File: config.mk
export PLATFORM = sky130hd
export DESIGN_NAME = v_mem_seq
export DESIGN_NICKNAME = d
export VERILOG_FILES = /design/src/rtl/v_mem_pkg.sv /design/src/rtl/v_mem_lane.sv /design/src/rtl/v_mem_seq.sv
export SDC_FILE = /design/constraint.sdc
export NUM_CORES = 1
export LEC_CHECK = 0
export CAP_MARGIN = 10
export CORE_ASPECT_RATIO = 1.75
export CORE_MARGIN = 3
export CORE_UTILIZATION = 45
export DETAILED_ROUTE_END_ITERATION = 10
export PLACE_DENSITY = 0.74
export SLEW_MARGIN = 15
export SYNTH_ARGS = -nofsm -noshare
export SYNTH_HDL_FRONTEND = slang
export SYNTH_SLANG_ARGS = --single-unit
File: constraint.sdc
create_clock -name clk -period 15.2 [get_ports clk]
set_clock_uncertainty 0.2 [all_clocks]
set_input_delay 2.28 -clock clk [delete_from_list [all_inputs] [get_ports clk]]
set_output_delay 2.28 -clock clk [all_outputs]
set_load 0.01 [all_outputs]
File: src/rtl/v_mem_pkg.sv
// Shared encodings for the vector memory sequencer: element count, access widths, FSM states.
package v_mem_pkg;

  localparam int NELEM = 4;
  localparam int IDX_W = 2;

  localparam logic [2:0] WIDTH_BYTE = 3'b000;
  localparam logic [2:0] WIDTH_HALF = 3'b101;
  localparam logic [2:0] WIDTH_WORD = 3'b110;

  typedef enum logic [1:0] {
    IDLE,
    ISSUE,
    WAIT,
    DONE
  } state_e;

  function automatic logic width_legal(input logic [2:0] w);
    return (w == WIDTH_BYTE) || (w == WIDTH_HALF) || (w == WIDTH_WORD);
  endfunction

endpackage

File: src/rtl/v_mem_lane.sv
// Per-element address generation, byte enables, store lane replication and load lane extraction.
module v_mem_lane
  import v_mem_pkg::*;
#(
  parameter int AW = 32
) (
  input  logic [AW-1:0]    base,
  input  logic [AW-1:0]    stride,
  input  logic             strided,
  input  logic [2:0]       width,
  input  logic [IDX_W-1:0] idx,
  input  logic [31:0]      elem_wdata,
  input  logic [31:0]      mem_rdata,
  output logic [AW-1:0]    addr,
  output logic [3:0]       be,
  output logic [31:0]      wdata,
  output logic [31:0]      ld_data,
  output logic             misaligned
);

  logic [AW-1:0] step;
  logic [AW-1:0] ea;
  logic [1:0]    off;
  logic [31:0]   shifted;

  always_comb begin
    // NOTE: every output of this block gets a default first, so no path can infer a latch.
    step       = AW'(1);
    be         = 4'b0000;
    wdata      = 32'h0;
    ld_data    = 32'h0;
    misaligned = 1'b0;

    if (strided) step = stride;
    else if (width == WIDTH_WORD) step = AW'(4);
    else if (width == WIDTH_HALF) step = AW'(2);

    // Wraps modulo 2^AW, so a negative stride in two's complement walks downward.
    ea      = base + step * AW'(idx);
    off     = ea[1:0];
    addr    = {ea[AW-1:2], 2'b00};
    shifted = mem_rdata >> {off, 3'b000};

    case (width)
      WIDTH_BYTE: begin
        be      = 4'b0001 << off;
        wdata   = {4{elem_wdata[7:0]}};
        ld_data = {24'h0, shifted[7:0]};
      end
      WIDTH_HALF: begin
        be         = 4'b0011 << {off[1], 1'b0};
        wdata      = {2{elem_wdata[15:0]}};
        ld_data    = {16'h0, shifted[15:0]};
        misaligned = off[0];
      end
      WIDTH_WORD: begin
        be         = 4'b1111;
        wdata      = elem_wdata;
        ld_data    = shifted;
        misaligned = (off != 2'b00);
      end
      default: ;
    endcase
  end

endmodule

File: src/rtl/v_mem_seq.sv
// Vector memory sequencer: splits a 4-element load/store into single-word memory transactions.
// Optional build macro VMEM_SEQ_ALIGN_CHK_EN stops at the first misaligned element and raises err.
module v_mem_seq #(
  parameter int NELEM = v_mem_pkg::NELEM,
  parameter int AW    = 32
) (
  input  logic          clk,
  input  logic          rst,
  input  logic          req_valid,
  output logic          req_ready,
  input  logic          req_store,
  input  logic [2:0]    req_width,
  input  logic [1:0]    req_mop,
  input  logic [AW-1:0] req_base,
  input  logic [AW-1:0] req_stride,
  input  logic [127:0]  req_wdata,
  output logic          mem_valid,
  input  logic          mem_ready,
  output logic          mem_we,
  output logic [AW-1:0] mem_addr,
  output logic [3:0]    mem_be,
  output logic [31:0]   mem_wdata,
  input  logic          mem_rvalid,
  input  logic [31:0]   mem_rdata,
  output logic          done,
  output logic [127:0]  rdata,
  output logic          err
);

  import v_mem_pkg::*;

  localparam logic [IDX_W-1:0] LAST = IDX_W'(NELEM - 1);

  state_e           state;
  logic [IDX_W-1:0] idx;
  logic             err_q;
  logic             store_q;
  logic             strided_q;
  logic [2:0]       width_q;
  logic [AW-1:0]    base_q;
  logic [AW-1:0]    stride_q;
  logic [127:0]     wdata_q;
  logic [31:0]      ld_data;
  logic             misaligned;
  logic             block;
  logic             accept;

  // Only mop[1] (strided vs unit-stride) affects addressing.
  logic unused_mop;
  assign unused_mop = req_mop[0];

  v_mem_lane #(.AW(AW)) u_lane (
    .base       (base_q),
    .stride     (stride_q),
    .strided    (strided_q),
    .width      (width_q),
    .idx        (idx),
    .elem_wdata (wdata_q[{idx, 5'b00000} +: 32]),
    .mem_rdata  (mem_rdata),
    .addr       (mem_addr),
    .be         (mem_be),
    .wdata      (mem_wdata),
    .ld_data    (ld_data),
    .misaligned (misaligned)
  );

`ifdef VMEM_SEQ_ALIGN_CHK_EN
  assign block = misaligned;
  assign err   = err_q;
`else
  logic unused_chk;
  assign unused_chk = misaligned ^ err_q;
  assign block      = 1'b0;
  assign err        = 1'b0;
`endif

  assign accept    = (state == IDLE) && req_valid && !rst;
  assign req_ready = (state == IDLE) && !rst;
  assign mem_valid = (state == ISSUE) && !block && !rst;
  assign mem_we    = store_q;
  assign done      = (state == DONE) && !rst;

  // NOTE: request fields are pure datapath, captured on acceptance before use, so they carry no reset.
  always_ff @(posedge clk) begin
    if (accept) begin
      store_q   <= req_store;
      strided_q <= req_mop[1];
      width_q   <= req_width;
      base_q    <= req_base;
      stride_q  <= req_stride;
      wdata_q   <= req_wdata;
    end
  end

  // NOTE: all sequential state uses non-blocking assignments so every register samples pre-edge values.
  always_ff @(posedge clk) begin
    if (rst) begin
      state <= IDLE;
      idx   <= '0;
      rdata <= '0;
      err_q <= 1'b0;
    end else begin
      case (state)
        IDLE: begin
          if (req_valid) begin
            idx   <= '0;
            rdata <= '0;
            err_q <= 1'b0;
            state <= width_legal(req_width) ? ISSUE : DONE;
          end
        end
        ISSUE: begin
          if (block) begin
            err_q <= 1'b1;
            state <= DONE;
          end else if (mem_ready) begin
            if (!store_q)          state <= WAIT;
            else if (idx == LAST)  state <= DONE;
            else                   idx   <= idx + 1'b1;
          end
        end
        WAIT: begin
          if (mem_rvalid) begin
            rdata[{idx, 5'b00000} +: 32] <= ld_data;
            if (idx == LAST) begin
              state <= DONE;
            end else begin
              idx   <= idx + 1'b1;
              state <= ISSUE;
            end
          end
        end
        DONE:    state <= IDLE;
        default: state <= IDLE;
      endcase
    end
  end

endmodule

==> impl_metrics.ini <==
[clock_tree]
ctsHoldBuffers = 0
numCtsBuffers = 31
cts_tree = yes
clock_latency_ps = 580
htreeDepth = 1
clk_pin_slew_ps = 70
cts_sinks = 329
cts_resized = 0
post_cts_buffers = 0
clock_path_buffers = 3
cts_root_buf = clkbuf_16

[placed_design]
place_ws_ps = 7380
place_hpwl_um = 35800
placed_area_sq_um = 19800
gp_congestion = 0.930
dp.cells = 2047
portBuffers = 431

[floorplan]
rows = 88
fp.dieArea_sq_um = 36000
num_io_pins = 436
start_util_pct = 45.8
core_sq_um = 33000
die_w_um = 145
die_height_um = 249

[power]
p_per_area_nw_per_um2 = 135
design_power_total_mw = 2.84
power.leakage_nw = 7.85
vdd_ir_drop_max_uv = 118

[synth]
synth_cell_type_count = 63
synthMostInstantiatedCell = edfxtp_1
netlist_instances = 1258
yosysTopAreaCell = edfxtp_1
synth_edf_count = 197
synth_top_area_share_pct = 39.1
syn_avg_cell_area_sq_um = 12.0
yosys-top-cells-count = edfxtp_1 (197), dfxtp_1 (132), nand2_1 (117)
synth_area_leaders = edfxtp_1 (39%), dfxtp_1 (17%), mux4_2 (4.8%), a22oi_1 (4.1%), fa_1 (4.1%)
synth_area_sq_um = 15100
yosysSeqAreaShare_pct = 56.6
async_flop_share_pct = 0
ys.flop_type = edfxtp_1
ys_warn_count = 0
yosys_register_bits = 329

[timing]
worst_slack_ps = 6800
finalCritPeriodShare_pct = 55.2
period_needed_ps = 8400
worstMarginPinSlew_ps = 1230
finalSetupViolCount = 0
slew_headroom_pct = 17.6
finalSetupTns_ps = 0
fmax_mhz = 119
rsz0062_at_grt = no
hold_violations = 0
drv_slew = 0

[critical_path]
worst_r2r_startpoint = width_q[1]
crit_fanout = 21
end_kind = output pin
r2r-end = rdata[121]
crit_slowest_cell = and2b_1
startpoint_type = register
r2r_setup_slack_ps = 10690
endpoint = mem_addr[21]
cp-startpoint = width_q[1]
worst_path_largest_cell_delay_ps = 790
crit_required_ps = 12720
crit_chain = and2b_1 > nand2_1 > o21ai_0 > and2_1 > fa_1 > ha_1 > fa_1 > a21o_1 > a21oi_1 > o21ai_0 > a211oi_1 > a31oi_1 > nor3_1 > nor3_1 > xor2_1 > clkdlybuf4s50_1
reg2regPathDepth = 13
worstPathArrival_ps = 5920
worstSetupPathType = register to output pin

[cells_and_area]
multi_input_area_sq_um = 5960
area_delta_synth_final_pct = 38.4
fin_cells = 2118
ff_latch_area_sq_um = 8560
nets = 1981
finalInstanceArea_sq_um = 21000
n_fill_cell = 2621
drive_gt1_share_pct = 8.35

[routing]
dr.pass1.iters = 7
num_vias = 11700
drc_errors = 0
drt_iter0_drc = 731
wire_per_inst_um = 22.1
wl_um = 46700
ant_nets = 0
vias_per_cell = 5.52

[run]
cap_viol_max_count = 0

[status]
status = finished clean

[grt]
grt_pass1_wl_um = 69800
grt_max_degree = 89
grt_pass1_vias = 12200
grt-ovfl-total = 0
antenna_found_initial = 14
grt_use_total_pct = 25.4

[worst_hold_path]
hp-class = register to register
critical path, delay by kind of cell, from the launching register on:
kind                     cells  cell delay, ps
AO/OA/AOI/OAI                6            1560
AND/OR/NAND/NOR              5            1500
adder cells (fa/ha/maj)      3            1150
buffers and inverters        1             570
flip-flops                   1             410
XOR/XNOR                     1             170
registers in the layout, indices dropped and copies added (netlist names):
name       flops
strided_q      1
stride_q      32
mem_we         1
rdata        128
base_q        32
state          2
wdata_q      128
idx            2
width_q        3
layer usage:
layer,track usage [%],share of wire [%],up-vias
li1,-,-,5400
met1,25.6,32,5658
met2,48.0,56,502
met3,4.66,6.5,130
met4,13.0,5.6,2
met5,0,0.028,-
per-stage QoR:
step                      utilization [%]  hold slack, ps
final                                63.4             282
after global routing                 63.4             292
after CTS                            63.3             283
after detailed placement             59.9             260
after global placement               59.9             256
after floorplan                         -             311
cells in the final DEF, fill, tap and decap left out, drive strengths merged, types with 14 or more instances in the layout:
cell type	synthesis	layout
edfxtp	197	197
a22oi	83	83
a22o	60	60
nor2b	20	20
clkdlybuf4s50	0	430
and2	15	15
mux4	32	32
dfxtp	132	132
mux2i	16	16
o21ai	50	50
inv	98	105
ha	40	40
fa	31	31
nor3	14	14
nand2	117	117
a21oi	37	37
clkbuf	40	39
xnor2	21	21
nor2	116	116
logic make-up (layout without fill, tap and decap cells):
family	after synthesis	in the layout	synth area share [%]
flip-flops	329	329	56.6
AND/OR/NAND/NOR	320	320	9.48
XOR/XNOR	32	32	1.90
AO/OA/AOI/OAI	291	291	14.0
multiplexers	56	56	6.42
other	1	16	0.0248
adder cells (fa/ha/maj)	71	71	7.41
buffers and inverters	158	598	4.18
worst min path at each step:
stage | from | endpoint | slack (ps) | cells after the start
finish | rdata[47] | rdata[47] | 280 | 1
global placement | rdata[47] | rdata[47] | 260 | 1
floorplan | rdata[111] | rdata[111] | 310 | 1
detailed placement | rdata[47] | rdata[47] | 260 | 1
global route | rdata[107] | rdata[107] | 290 | 1
CTS | rdata[47] | rdata[47] | 280 | 1
where the power goes:
group,internal [mW],switching (mW),leakage (nW)
Sequential,1.03,0.0256,2.88
Clock,0.495,0.356,0.554
Combinational,0.386,0.544,4.41
layout make-up:
class / instances / share of cell area, %
flip-flops and latches: 329 / 40.9
multi-input cells: 773 / 28.5
repair buffers: 442 / 21.0
clock buffers: 39 / 4.24
well taps: 405 / 2.42
inverters: 98 / 1.76
clock inverters: 19 / 1.16
diodes: 13 / 0.155
No activity file was read; power rests on OpenSTA's default activity.
